==> config.mk <==
export PLATFORM = sky130hd
export DESIGN_NAME = mem_scheduler_flat
export DESIGN_NICKNAME = d
export VERILOG_FILES = /design/src/rtl/mem_scheduler_pkg.sv /design/src/rtl/mem_scheduler_if.sv /design/src/rtl/mem_read_pipe.sv /design/src/rtl/mem_scheduler.sv /design/src/flat_wrapper.sv
export SDC_FILE = /design/constraint.sdc
export NUM_CORES = 1
export LEC_CHECK = 0
export BUFFER_PORTS_ARGS = -buffer_cell sky130_fd_sc_hd__buf_4
export CAP_MARGIN = 20
export CORE_UTILIZATION = 44
export CTS_CLUSTER_SIZE = 14
export DETAILED_ROUTE_END_ITERATION = 12
export GPL_ROUTABILITY_DRIVEN = 0
export GPL_TIMING_DRIVEN = 1
export PLACE_DENSITY = 0.84
export SYNTH_ARGS = -nofsm -noshare
export SYNTH_HDL_FRONTEND = slang
export SYNTH_SLANG_ARGS = --single-unit
==> constraint.sdc <==
create_clock -name clock -period 2.1 [get_ports clock]
set_clock_uncertainty 0.1 [all_clocks]
set_input_delay 0.105 -clock clock [delete_from_list [all_inputs] [get_ports clock]]
set_output_delay 0.105 -clock clock [all_outputs]
set_load 0.1 [all_outputs]
==> src/rtl/mem_scheduler_pkg.sv <==
// rtl/mem_scheduler_pkg.sv - shared constants and types for the ZBT frame-buffer scheduler
//
// Contents: address/data widths, display line geometry, read latency,
// read-pipeline requester tags and the per-cycle grant encoding.
package mem_scheduler_pkg;

  localparam int LOG_ADDR   = 19;            // full word address, MSB selects the bank
  localparam int LOG_MEM    = LOG_ADDR - 1;  // word address bits within one bank
  localparam int MEM_DATA_W = 36;            // two 18-bit YCrCb pixels per word
  localparam int VGA_HWORDS = 320;           // words per display line
  localparam int MEM_RD_LAT = 2;             // address-to-rdata latency of the wrapper

  // Tag carried down the read pipeline so returning data reaches its owner.
  typedef enum logic {
    ID_VGA  = 1'b0,
    ID_PROC = 1'b1
  } req_id_t;

  // Owner of the memory port in the current cycle.
  typedef enum logic [1:0] {
    GNT_IDLE,
    GNT_VGA,
    GNT_NTSC,
    GNT_PROC
  } grant_t;

endpackage

==> src/rtl/mem_scheduler_if.sv <==
// rtl/mem_scheduler_if.sv - memory-wrapper port bundle between scheduler and ZBT wrapper
//
// Signals: mem_addr/mem_we/mem_wdata driven by the scheduler (master),
// mem_rdata returned by the wrapper (slave) MEM_RD_LAT cycles after the address.
interface mem_scheduler_if
  import mem_scheduler_pkg::*;
#(
  parameter int ADDR_W = LOG_ADDR,
  parameter int DATA_W = MEM_DATA_W
) ();

  logic [ADDR_W-1:0] mem_addr;
  logic              mem_we;
  logic [DATA_W-1:0] mem_wdata;
  logic [DATA_W-1:0] mem_rdata;

  modport master (
    output mem_addr,
    output mem_we,
    output mem_wdata,
    input  mem_rdata
  );

  modport slave (
    input  mem_addr,
    input  mem_we,
    input  mem_wdata,
    output mem_rdata
  );

endinterface

==> src/rtl/mem_read_pipe.sv <==
// rtl/mem_read_pipe.sv - RD_LAT-deep valid/id shift register tracking reads in flight
//
// Ports: clock, reset (sync, active-high, clears every stage),
// in_valid/in_id (read issued this cycle), out_valid/out_id (read whose data
// is on mem_rdata this cycle).
module mem_read_pipe
  import mem_scheduler_pkg::*;
#(
  parameter int RD_LAT = MEM_RD_LAT
) (
  input  logic    clock,
  input  logic    reset,
  input  logic    in_valid,
  input  req_id_t in_id,
  output logic    out_valid,
  output req_id_t out_id
);

  logic [RD_LAT-1:0] valid_q;
  logic [RD_LAT-1:0] id_q;

  always_ff @(posedge clock) begin
    if (reset) begin
      valid_q <= '0;
      id_q    <= '0;
    end else begin
      valid_q[0] <= in_valid;
      id_q[0]    <= in_id;
      for (int i = 1; i < RD_LAT; i++) begin
        valid_q[i] <= valid_q[i-1];
        id_q[i]    <= id_q[i-1];
      end
    end
  end

  assign out_valid = valid_q[RD_LAT-1];
  assign out_id    = req_id_t'(id_q[RD_LAT-1]);

endmodule

==> src/rtl/mem_scheduler.sv <==
// rtl/mem_scheduler.sv - fixed-priority ZBT port arbiter with double-buffered display banks
//
// Ports:
//   clock, reset            system clock, synchronous active-high reset
//   frame_flag              start-of-VGA-frame pulse (bank swap point)
//   vga_*                   VGA read request, returned pixel word, done_vga
//   ntsc_*                  camera write request into the back bank, done_ntsc,
//                           sticky ntsc_overflow, ntsc_frame_done
//   proc_*                  processor read/write, proc_rdata, done_proc, proc_busy
//   display_bank            bank currently scanned by VGA
//   mem                     memory-wrapper bundle (address/we/wdata out, rdata in)
module mem_scheduler
  import mem_scheduler_pkg::*;
#(
  parameter int ADDR_W = LOG_ADDR,
  parameter int DATA_W = MEM_DATA_W,
  parameter int HWORDS = VGA_HWORDS,
  parameter int RD_LAT = MEM_RD_LAT
) (
  input  logic              clock,
  input  logic              reset,
  input  logic              frame_flag,
  input  logic              vga_flag,
  input  logic [9:0]        vga_hcount,
  input  logic [9:0]        vga_vcount,
  output logic [DATA_W-1:0] vga_pixel,
  output logic              done_vga,
  input  logic              ntsc_flag,
  input  logic [ADDR_W-2:0] ntsc_addr,
  input  logic [DATA_W-1:0] ntsc_data,
  input  logic              ntsc_frame_done,
  output logic              done_ntsc,
  output logic              ntsc_overflow,
  input  logic              proc_flag,
  input  logic              proc_we,
  input  logic [ADDR_W-1:0] proc_addr,
  input  logic [DATA_W-1:0] proc_wdata,
  output logic [DATA_W-1:0] proc_rdata,
  output logic              done_proc,
  output logic              proc_busy,
  output logic              display_bank,
  mem_scheduler_if.master   mem
);

  localparam int BANK_W = ADDR_W - 1;

  grant_t              grant;
  logic [BANK_W-1:0]   vga_off;

  logic                frame_ready;
  logic                bank_swap;

  logic                ntsc_pend;
  logic [BANK_W-1:0]   ntsc_addr_q;
  logic [DATA_W-1:0]   ntsc_data_q;
  logic                ntsc_accept;

  logic                proc_pend;
  logic                proc_inflight;
  logic                proc_we_q;
  logic [ADDR_W-1:0]   proc_addr_q;
  logic [DATA_W-1:0]   proc_wdata_q;
  logic                proc_wdone_q;
  logic                proc_accept;

  logic                pipe_in_valid;
  req_id_t             pipe_in_id;
  logic                pipe_out_valid;
  req_id_t             pipe_out_id;
  logic                rd_vga;
  logic                rd_proc;

  logic [DATA_W-1:0]   vga_pixel_q;
  logic [DATA_W-1:0]   proc_rdata_q;

  // The pixel-pair LSB selects a half-word downstream; the word address ignores it.
  logic                unused_hcount_lsb;
  assign unused_hcount_lsb = vga_hcount[0];

  // VGA must never wait, so it wins unconditionally; nothing is granted in reset.
  always_comb begin
    grant = GNT_IDLE;
    if (!reset) begin
      if (vga_flag) begin
        grant = GNT_VGA;
      end else if (ntsc_pend) begin
        grant = GNT_NTSC;
      end else if (proc_pend) begin
        grant = GNT_PROC;
      end
    end
  end

  assign vga_off = BANK_W'(vga_vcount) * BANK_W'(HWORDS) + BANK_W'(vga_hcount[9:1]);

  // Memory port is driven straight from the grant so a VGA read issues in the
  // request cycle and its data lands inside the RD_LAT budget.
  always_comb begin
    mem.mem_addr  = '0;
    mem.mem_we    = 1'b0;
    mem.mem_wdata = '0;
    case (grant)
      GNT_VGA: begin
        mem.mem_addr = {display_bank, vga_off};
      end
      GNT_NTSC: begin
        mem.mem_addr  = {~display_bank, ntsc_addr_q};
        mem.mem_we    = 1'b1;
        mem.mem_wdata = ntsc_data_q;
      end
      GNT_PROC: begin
        mem.mem_addr  = proc_addr_q;
        mem.mem_we    = proc_we_q;
        mem.mem_wdata = proc_we_q ? proc_wdata_q : '0;
      end
      default: begin
        mem.mem_addr = '0;
      end
    endcase
  end

  assign pipe_in_valid = (grant == GNT_VGA) || ((grant == GNT_PROC) && !proc_we_q);
  assign pipe_in_id    = (grant == GNT_PROC) ? ID_PROC : ID_VGA;

  mem_read_pipe #(
    .RD_LAT (RD_LAT)
  ) u_read_pipe (
    .clock     (clock),
    .reset     (reset),
    .in_valid  (pipe_in_valid),
    .in_id     (pipe_in_id),
    .out_valid (pipe_out_valid),
    .out_id    (pipe_out_id)
  );

  assign rd_vga  = pipe_out_valid && (pipe_out_id == ID_VGA);
  assign rd_proc = pipe_out_valid && (pipe_out_id == ID_PROC);

  // Returning data passes through combinationally; the held copy keeps the
  // output stable between completions.
  assign done_vga   = rd_vga;
  assign vga_pixel  = rd_vga ? mem.mem_rdata : vga_pixel_q;
  assign done_proc  = rd_proc || proc_wdone_q;
  assign proc_rdata = rd_proc ? mem.mem_rdata : proc_rdata_q;

  // A new processor request may ride in on the very cycle the previous one completes.
  assign proc_accept = proc_flag && !reset && (!proc_inflight || done_proc);
  assign proc_busy   = (proc_inflight && !done_proc) || proc_accept;

  // The 1-deep camera slot frees up in its grant cycle, so a back-to-back flag fits.
  assign ntsc_accept = ntsc_flag && (!ntsc_pend || (grant == GNT_NTSC));

  // A frame finished in the same cycle as frame_flag still counts as ready.
  assign bank_swap = frame_flag && (frame_ready || ntsc_frame_done);

  always_ff @(posedge clock) begin
    if (reset) begin
      display_bank <= 1'b0;
      frame_ready  <= 1'b0;
    end else if (bank_swap) begin
      display_bank <= ~display_bank;
      frame_ready  <= 1'b0;
    end else if (ntsc_frame_done) begin
      frame_ready  <= 1'b1;
    end
  end

  always_ff @(posedge clock) begin
    if (reset) begin
      ntsc_pend     <= 1'b0;
      ntsc_addr_q   <= '0;
      ntsc_data_q   <= '0;
      done_ntsc     <= 1'b0;
      ntsc_overflow <= 1'b0;
    end else begin
      done_ntsc <= (grant == GNT_NTSC);
      if (ntsc_accept) begin
        ntsc_pend   <= 1'b1;
        ntsc_addr_q <= ntsc_addr;
        ntsc_data_q <= ntsc_data;
      end else if (grant == GNT_NTSC) begin
        ntsc_pend   <= 1'b0;
      end
      if (ntsc_flag && !ntsc_accept) begin
        ntsc_overflow <= 1'b1;
      end
    end
  end

  always_ff @(posedge clock) begin
    if (reset) begin
      proc_pend     <= 1'b0;
      proc_inflight <= 1'b0;
      proc_we_q     <= 1'b0;
      proc_addr_q   <= '0;
      proc_wdata_q  <= '0;
      proc_wdone_q  <= 1'b0;
    end else begin
      proc_wdone_q <= (grant == GNT_PROC) && proc_we_q;
      if (proc_accept) begin
        proc_pend     <= 1'b1;
        proc_inflight <= 1'b1;
        proc_we_q     <= proc_we;
        proc_addr_q   <= proc_addr;
        proc_wdata_q  <= proc_wdata;
      end else begin
        if (grant == GNT_PROC) begin
          proc_pend <= 1'b0;
        end
        if (done_proc) begin
          proc_inflight <= 1'b0;
        end
      end
    end
  end

  always_ff @(posedge clock) begin
    if (reset) begin
      vga_pixel_q  <= '0;
      proc_rdata_q <= '0;
    end else begin
      vga_pixel_q  <= vga_pixel;
      proc_rdata_q <= proc_rdata;
    end
  end

endmodule

==> src/flat_wrapper.sv <==
// flat-port wrapper written by rule: the top's interface ports become plain ports
module mem_scheduler_flat import mem_scheduler_pkg::*;
#(
  parameter int ADDR_W = LOG_ADDR,
  parameter int DATA_W = MEM_DATA_W,
  parameter int HWORDS = VGA_HWORDS,
  parameter int RD_LAT = MEM_RD_LAT
)
  (clock, reset, frame_flag, vga_flag, vga_hcount, vga_vcount, vga_pixel, done_vga, ntsc_flag, ntsc_addr, ntsc_data, ntsc_frame_done, done_ntsc, ntsc_overflow, proc_flag, proc_we, proc_addr, proc_wdata, proc_rdata, done_proc, proc_busy, display_bank, mem_mem_addr, mem_mem_we, mem_mem_wdata, mem_mem_rdata);
  mem_scheduler_if #(.ADDR_W(ADDR_W), .DATA_W(DATA_W)) mem_i ();
  input  logic clock;
  input  logic reset;
  input  logic frame_flag;
  input  logic vga_flag;
  input  logic [9:0] vga_hcount;
  input  logic [9:0] vga_vcount;
  output logic [DATA_W-1:0] vga_pixel;
  output logic done_vga;
  input  logic ntsc_flag;
  input  logic [ADDR_W-2:0] ntsc_addr;
  input  logic [DATA_W-1:0] ntsc_data;
  input  logic ntsc_frame_done;
  output logic done_ntsc;
  output logic ntsc_overflow;
  input  logic proc_flag;
  input  logic proc_we;
  input  logic [ADDR_W-1:0] proc_addr;
  input  logic [DATA_W-1:0] proc_wdata;
  output logic [DATA_W-1:0] proc_rdata;
  output logic done_proc;
  output logic proc_busy;
  output logic display_bank;
  output wire logic [$bits(mem_i.mem_addr)-1:0] mem_mem_addr;
  output wire logic [$bits(mem_i.mem_we)-1:0] mem_mem_we;
  output wire logic [$bits(mem_i.mem_wdata)-1:0] mem_mem_wdata;
  input wire logic [$bits(mem_i.mem_rdata)-1:0] mem_mem_rdata;
  assign mem_mem_addr = mem_i.mem_addr;
  assign mem_mem_we = mem_i.mem_we;
  assign mem_mem_wdata = mem_i.mem_wdata;
  assign mem_i.mem_rdata = mem_mem_rdata;
  mem_scheduler #(.ADDR_W(ADDR_W), .DATA_W(DATA_W), .HWORDS(HWORDS), .RD_LAT(RD_LAT)) u_core (.clock(clock), .reset(reset), .frame_flag(frame_flag), .vga_flag(vga_flag), .vga_hcount(vga_hcount), .vga_vcount(vga_vcount), .vga_pixel(vga_pixel), .done_vga(done_vga), .ntsc_flag(ntsc_flag), .ntsc_addr(ntsc_addr), .ntsc_data(ntsc_data), .ntsc_frame_done(ntsc_frame_done), .done_ntsc(done_ntsc), .ntsc_overflow(ntsc_overflow), .proc_flag(proc_flag), .proc_we(proc_we), .proc_addr(proc_addr), .proc_wdata(proc_wdata), .proc_rdata(proc_rdata), .done_proc(done_proc), .proc_busy(proc_busy), .display_bank(display_bank), .mem(mem_i));
endmodule
Yosys cells after proc, flatten, opt, wreduce, memory -nomap -nowiden:

Index checks and enable logic that the tools add are counted.

* mux-type cells: 17
* add/sub/neg operators: 1
* $lt $le $gt $ge: 0
* shifts and indexed selects: 0
* bitwise gates (word level): 2
* divide/modulo/power cells: 0
* equal/unequal tests: 3
* $mul: 1
* reduce and logical (&&, ||, !) cells: 26

Operator list (number)
* 36-bit 2-to-1 mux: 3
* 36-bit one-hot mux with 2 select lines: 1
* 19-bit one-hot mux with 3 select lines: 1
* 18-bit by 9-bit adder with 18-bit output: 1
* 10-bit by 3-bit multiplier with 12-bit output (second input constant): 1
* 1-bit logical AND: 10
* 2-bit 2-to-1 mux: 4
* 1-bit 2-to-1 mux: 7
* 1-bit zero test: 6
* 1-bit logical OR: 6
* 2-bit nonzero test: 3
* 2-bit equality test (second input constant): 2
* 2-bit by 1-bit equality test with 1-bit output (second input constant): 1
* 1-bit inverter: 2
* 1-bit one-hot mux with 2 select lines: 1
* 2-bit OR reduction: 1

* output and inout port bits: 134
* flip-flop bits (word level): 194
* memories: 0
* bits of input ports: 173
* latch bits: 0
* logic and storage cells: 67
* memory bits (read-only): 0
* memory bits (writable): 0

Longest topological paths before layout:

* word-level depth: 9
* mapped depth: 11
* gate-level depth less buffers: 11

Hierarchy:

From an unflattened synthesis, not the netlist that was laid out.

* cell total of the unflattened synthesis: 970
* area total of the unflattened synthesis: 8583.2 um^2

By module, submodules not included
* mem_scheduler: area each 8478.1 um^2, sequential area each 3803.6 um^2, cells an instance 962, instances 1
* mem_read_pipe: area each 105.1 um^2, sequential area each 80.1 um^2, cells an instance 8, instances 1

Worst setup path after synthesis:

No wires, ideal clock.

* path kind: input-to-output
* start point: input vga_vcount[1]
* end point: output mem_mem_addr[14]
* arrival: 3.883 ns
* data required time: 1.895 ns
* buffers on the path: 0
* stages on the path: 10
* slack: -1.988 ns
* cell sequence: ha_1 ha_1 inv_1 fa_1 xnor2_1 nand3b_1 nor2_1 nand3_1 xnor2_1 o21ai_0

* word-level cells in the longest chain between the ends: 3

Ends and longest elaborated chain
* from (decl): line flat_wrapper.sv:16 `input logic [9:0] vga_vcount;`
* 10-bit by 3-bit multiplier with 12-bit output: line mem_scheduler.sv:94 `assign vga_off = BANK_W'(vga_vcount) * BANK_W'(HWORDS) + BANK_W'(vga_hcount[9:1]);`
* 18-bit by 9-bit adder with 18-bit output: line mem_scheduler.sv:94
* 19-bit one-hot mux with 3 select lines: line mem_scheduler.sv:102 `case (grant)`
* to (decl): line flat_wrapper.sv:33 `output wire logic [$bits(mem_i.mem_addr)-1:0] mem_mem_addr;`

Every way passes these cells.

Final worst setup path:

* start point: input vga_vcount[3]
* end point: output mem_mem_addr[17]

The elaborated chain is that of the path after synthesis.

==> summary by stage <==
Yosys
The synthesized netlist devotes approximately 15% of its cell area to compound gates. In the synthesized netlist, the cells that appear most often are 194 x sky130_fd_sc_hd__dfxtp_1, 170 x sky130_fd_sc_hd__nand2_1, 78 x sky130_fd_sc_hd__nor2b_1. The number of synthesis warnings is 0. The synthesized netlist contains 42 unique library cells. The combinational family with the most area after synthesis is simple AND/OR/NAND/NOR gates. The instance count of the mapped netlist is around 960. In this run, synthesis inferred 0 flip-flops with an integrated enable. The area share of the largest cell type after synthesis is 45.6%. The xor-xnor portion of the synthesized cell area is between 1.5 and 2%. The async set or reset register ratio after synthesis is 0%. The number of nets in the synthesized netlist is between 1000 and 1500.

Measured against the total synthesized area, the mux share comes to about a tenth. By area the synthesized netlist is led by sky130_fd_sc_hd__dfxtp_1 46%, sky130_fd_sc_hd__mux2_2 9.5%, sky130_fd_sc_hd__nand2_1 7.5%. The synthesized design spends more area on one cell type than any other, namely sky130_fd_sc_hd__dfxtp_1.

A synthesized cell averages 8.87 µm². Synthesis inferred 194 register bits. By instance count, the leading cell after synthesis is sky130_fd_sc_hd__dfxtp_1.

The post-synthesis adder-cell area fraction is under 10%. The mapped netlist covers 0.00851 mm². The leading register cell type out of synthesis is sky130_fd_sc_hd__dfxtp_1. The share of the Yosys chip area taken by registers is between 40% and 50%.

After Yosys synthesis, and, or, nand and nor cells account for a little over a fifth of the synthesized area.

Timing
The worst path setup slack after routing is -672 ps. The final critical delay including setup and external delays is between 2000 and 3000 ps. The post-route worst hold slack is between 70 and 80 ps. The final cycle utilization of the critical path is 132%. The maximum frequency from static timing analysis is around 360 MHz.

Setup repair after global routing could not meet its margin everywhere. The total count of max-transition violations in the final report is 0. The count of final hold-check violations is 0. Setup violations remaining at the end of the flow were counted as 47. The remaining max-slew budget at the tightest pin is 66.6%. The pin slew with the least headroom to its limit is roughly 500 ps.

Power and ir drop
The leakage power figure is 0.00667 µW. The largest voltage drop on the vdd net is ~0.63 mV. In this run the power density over the cells is 653 mW/mm².

Total power for the finished layout comes to just over 10000 µW.

Die
The initial cell density of the core is between 40% and 50%. Pin placement for this block handled between 300 and 400 I/O pins. From left edge to right edge, the die measures 141 µm. The initialized floorplan defines 50 standard-cell rows. The die covers approximately 0.02 mm². The vertical die dimension is 141 µm.

In this run the standard cell core region covers around 0.019 mm².

Clocking
TritonCTS created 17 clock buffers. The total number of H-tree levels is 4. The clock passes through at most 2 buffers. The count of clock tree sinks is between 150 and 200. The clock edge transition at the registers on the reported setup and hold paths is roughly 70 ps. The clock tree root buffer cell is sky130_fd_sc_hd__clkbuf_16. The TritonCTS clock tree is built. The later-pin clock latency in the skew report is between 400 and 500 ps.

Global route
The first global-routing pass estimated 54.9 mm of wire. Entering global routing, the biggest net connects between 100 and 150 pins. The number of antenna violations at the first check in global routing was 3. The residual overflow from global routing is 0. The aggregate global-route resource usage is a little over a third. The number of global-route vias before repair came to about 10000.

Cells and area
In the final design database the tool counted ~1700 nets. The area growth from synthesis to layout is 86.1%. After routing the design area is approximately 0.016 mm².

Cells with a size suffix above 1 make up 42.9% of the layout. The post-route core utilization is a little over four fifths.

Placement
Detailed placement finished with a half-perimeter wire length of ~17 mm. The post-placement cell area is 0.0119 mm². In this run the tool buffered the top-level ports with ~310 buffer cells. OpenSTA, run right after detailed placement, puts the worst setup slack at -706 ps.

Critical path
The worst setup path is captured at a primary output. In this run the worst path has a maximum fanout of 3. Among the stages of the critical path, the cell type that occurs most often is sky130_fd_sc_hd__ha_4.

The highest cell delay on the worst timing path is around 400 ps. The top cell family by delay on the critical path is adder cells. The total buffers and inverters traversed by the critical path is 3. The slowest stage of the critical path is the sky130_fd_sc_hd__fa_2 cell. Data on the critical path is required at its endpoint by around 1900 ps.

STA classifies the critical path startpoint as an input pin. The setup path with the least slack is of type in -> out. The critical path goes through buf_8 > ha_4 > ha_4 > inv_2 > fa_2 > nor2b_4 > o311a_4 > and2b_2 > o21bai_4 > xor2_1 > xnor2_1 > o21ai_4 > buf_12. The arrival time of the worst setup path is 2570 ps.

Min path
The class of the tightest hold or removal check is in -> reg.

Route
The count of nets left with antenna violations after detail routing is 0. The routed metal-1 wirelength is approximately 13 mm. The vias per cell is between 5 and 6. The detailed-routed wire length on met2 is 19.9 mm.

The routed design has ~39 mm of wire. The number of design-rule violations left by the first detailed-router iteration is around 640. The first-pass iteration count of the detailed router is 8. The top metal layer carrying routed signals is met4.

The post-detailed-route DRC marker count is 0. After detailed routing, the average wire length per cell comes to 22.1 µm. After detailed routing, the met3 layer carries 2.73 mm of wire.

For this block, the via count after detailed routing is 9803.

Run status
The run finished, with violations left. The final reports fail on negative setup slack.

Flow run
Across the run, the number of max-cap violations was 0.
==> per-stage QoR <==
stage / setup TNS [ps] / cells
floorplan: -4170 / 959
global placement: -3080 / 1510
detailed placement: -3590 / 1510
CTS: -5100 / 1720
global route: -12600 / 1742
finish: -9170 / 1742
==> flip-flops by register name, summed over array words and instances (netlist names) <==
signal	flops
u_core.done_ntsc	1
u_core.vga_pixel_q	36
u_core.proc_wdata_q	36
u_core.ntsc_data_q	36
u_core.proc_addr_q	19
u_core.proc_inflight	1
u_core.ntsc_overflow	1
u_core.u_read_pipe.valid_q	2
u_core.proc_wdone_q	1
u_core.frame_ready	1
u_core.ntsc_addr_q	18
u_core.display_bank	1
u_core.proc_pend	1
u_core.proc_rdata_q	36
u_core.ntsc_pend	1
u_core.proc_we_q	1
u_core.u_read_pipe.id_q	2
==> routing by layer <==
metal	vias up	track usage (%)
met1	4674	35.8
met2	624	64.4
met4	0	26.5
met3	246	8.93
met5	-	0
li1	4259	-
==> final cells by class <==
type,count,area (µm²)
Multi-Input combinational cell,683,5230
Inverter,12,45.0
Sequential cell,194,3890
Fill cell,888,2990
Tap cell,260,325
Clock inverter,12,116
Clock buffer,20,457
Timing Repair Buffer,558,5770
Antenna cell,3,7.51
==> worst reg2reg max path, stage by stage, from the launching register on <==
cell	delay (ps)
sky130_fd_sc_hd__dfxtp_2	340
sky130_fd_sc_hd__buf_6	120
sky130_fd_sc_hd__buf_4	130
sky130_fd_sc_hd__o21ai_4	200
sky130_fd_sc_hd__buf_4	190
sky130_fd_sc_hd__nand2_1	80
sky130_fd_sc_hd__nand2_2	90
sky130_fd_sc_hd__buf_6	300
sky130_fd_sc_hd__nand2_1	130
sky130_fd_sc_hd__a21oi_1	230
==> cells in the final DEF (no fill, tap or decap), drive strengths merged, types with 2 or more instances in the layout <==
| cell type | netlist | layout |
|---|---|---|
| ha | 19 | 19 |
| clkinv | 0 | 3 |
| inv | 12 | 18 |
| a21o | 2 | 2 |
| a222oi | 8 | 8 |
| clkinvlp | 0 | 3 |
| and2 | 3 | 3 |
| o21a | 2 | 2 |
| nand2 | 170 | 170 |
| dfxtp | 194 | 194 |
| nand2b | 60 | 60 |
| diode | 0 | 3 |
| fa | 2 | 2 |
| o31ai | 3 | 3 |
| o21ai | 71 | 71 |
| buf | 12 | 394 |
| a21oi | 63 | 63 |
| a22o | 11 | 11 |
| nor2b | 79 | 79 |
| nor3 | 7 | 7 |
| mux2 | 72 | 72 |
| a22oi | 37 | 37 |
| dlygate4sd3 | 0 | 155 |
| xor2 | 7 | 7 |
| clkbuf | 58 | 27 |
| nand3 | 2 | 2 |
| nor2 | 42 | 42 |
| o21bai | 2 | 2 |
| xnor2 | 9 | 9 |
==> cells by family (layout without fill, tap and decap cells) <==
group                      Yosys count  in the layout
xor gates and xnor gates            16             16
buffers and inverters               82            602
AOI/OAI and AO/OA                  205            205
adders and majority gates           21             21
muxes                               72             72
other                                0              3
and+or+nand+nor                    369            369
DFF                                194            194
==> what timing repair did <==
item | in CTS | in global routing
cloned | 6 | 8
setup endpoints to repair | 90 | 82
hold buffers | 156 | 0
hold endpoints to repair | 187 | 0
setup buffers | 20 | 17
pin swaps | 79 | 35
gates resized for setup | 217 | 76
==> report_power, final <==
group	switching (µW)	leakage (µW)	total [µW]	internal, µW
clock network	1580	0.000272	3210	1630
logic	1790	0.00481	3130	1340
registers	143	0.00159	4010	3870
==> path summary, 6_finish.rpt <==
| kind | end | startpoint | slack [ps] | cells past startpoint |
|---|---|---|---|---|
| setup / recovery | mem_mem_addr[17] | vga_vcount[3] | -670 | 13 |
| hold / removal | u_core.proc_pend | reset | 80 | 3 |
| setup reg to reg | u_core.ntsc_data_q[29] | u_core.ntsc_pend | 110 | 9 |
| hold reg to reg | u_core.u_read_pipe.id_q[1] | u_core.u_read_pipe.id_q[0] | 350 | 1 |
Note: power is estimated with default switching activity, not from simulation.
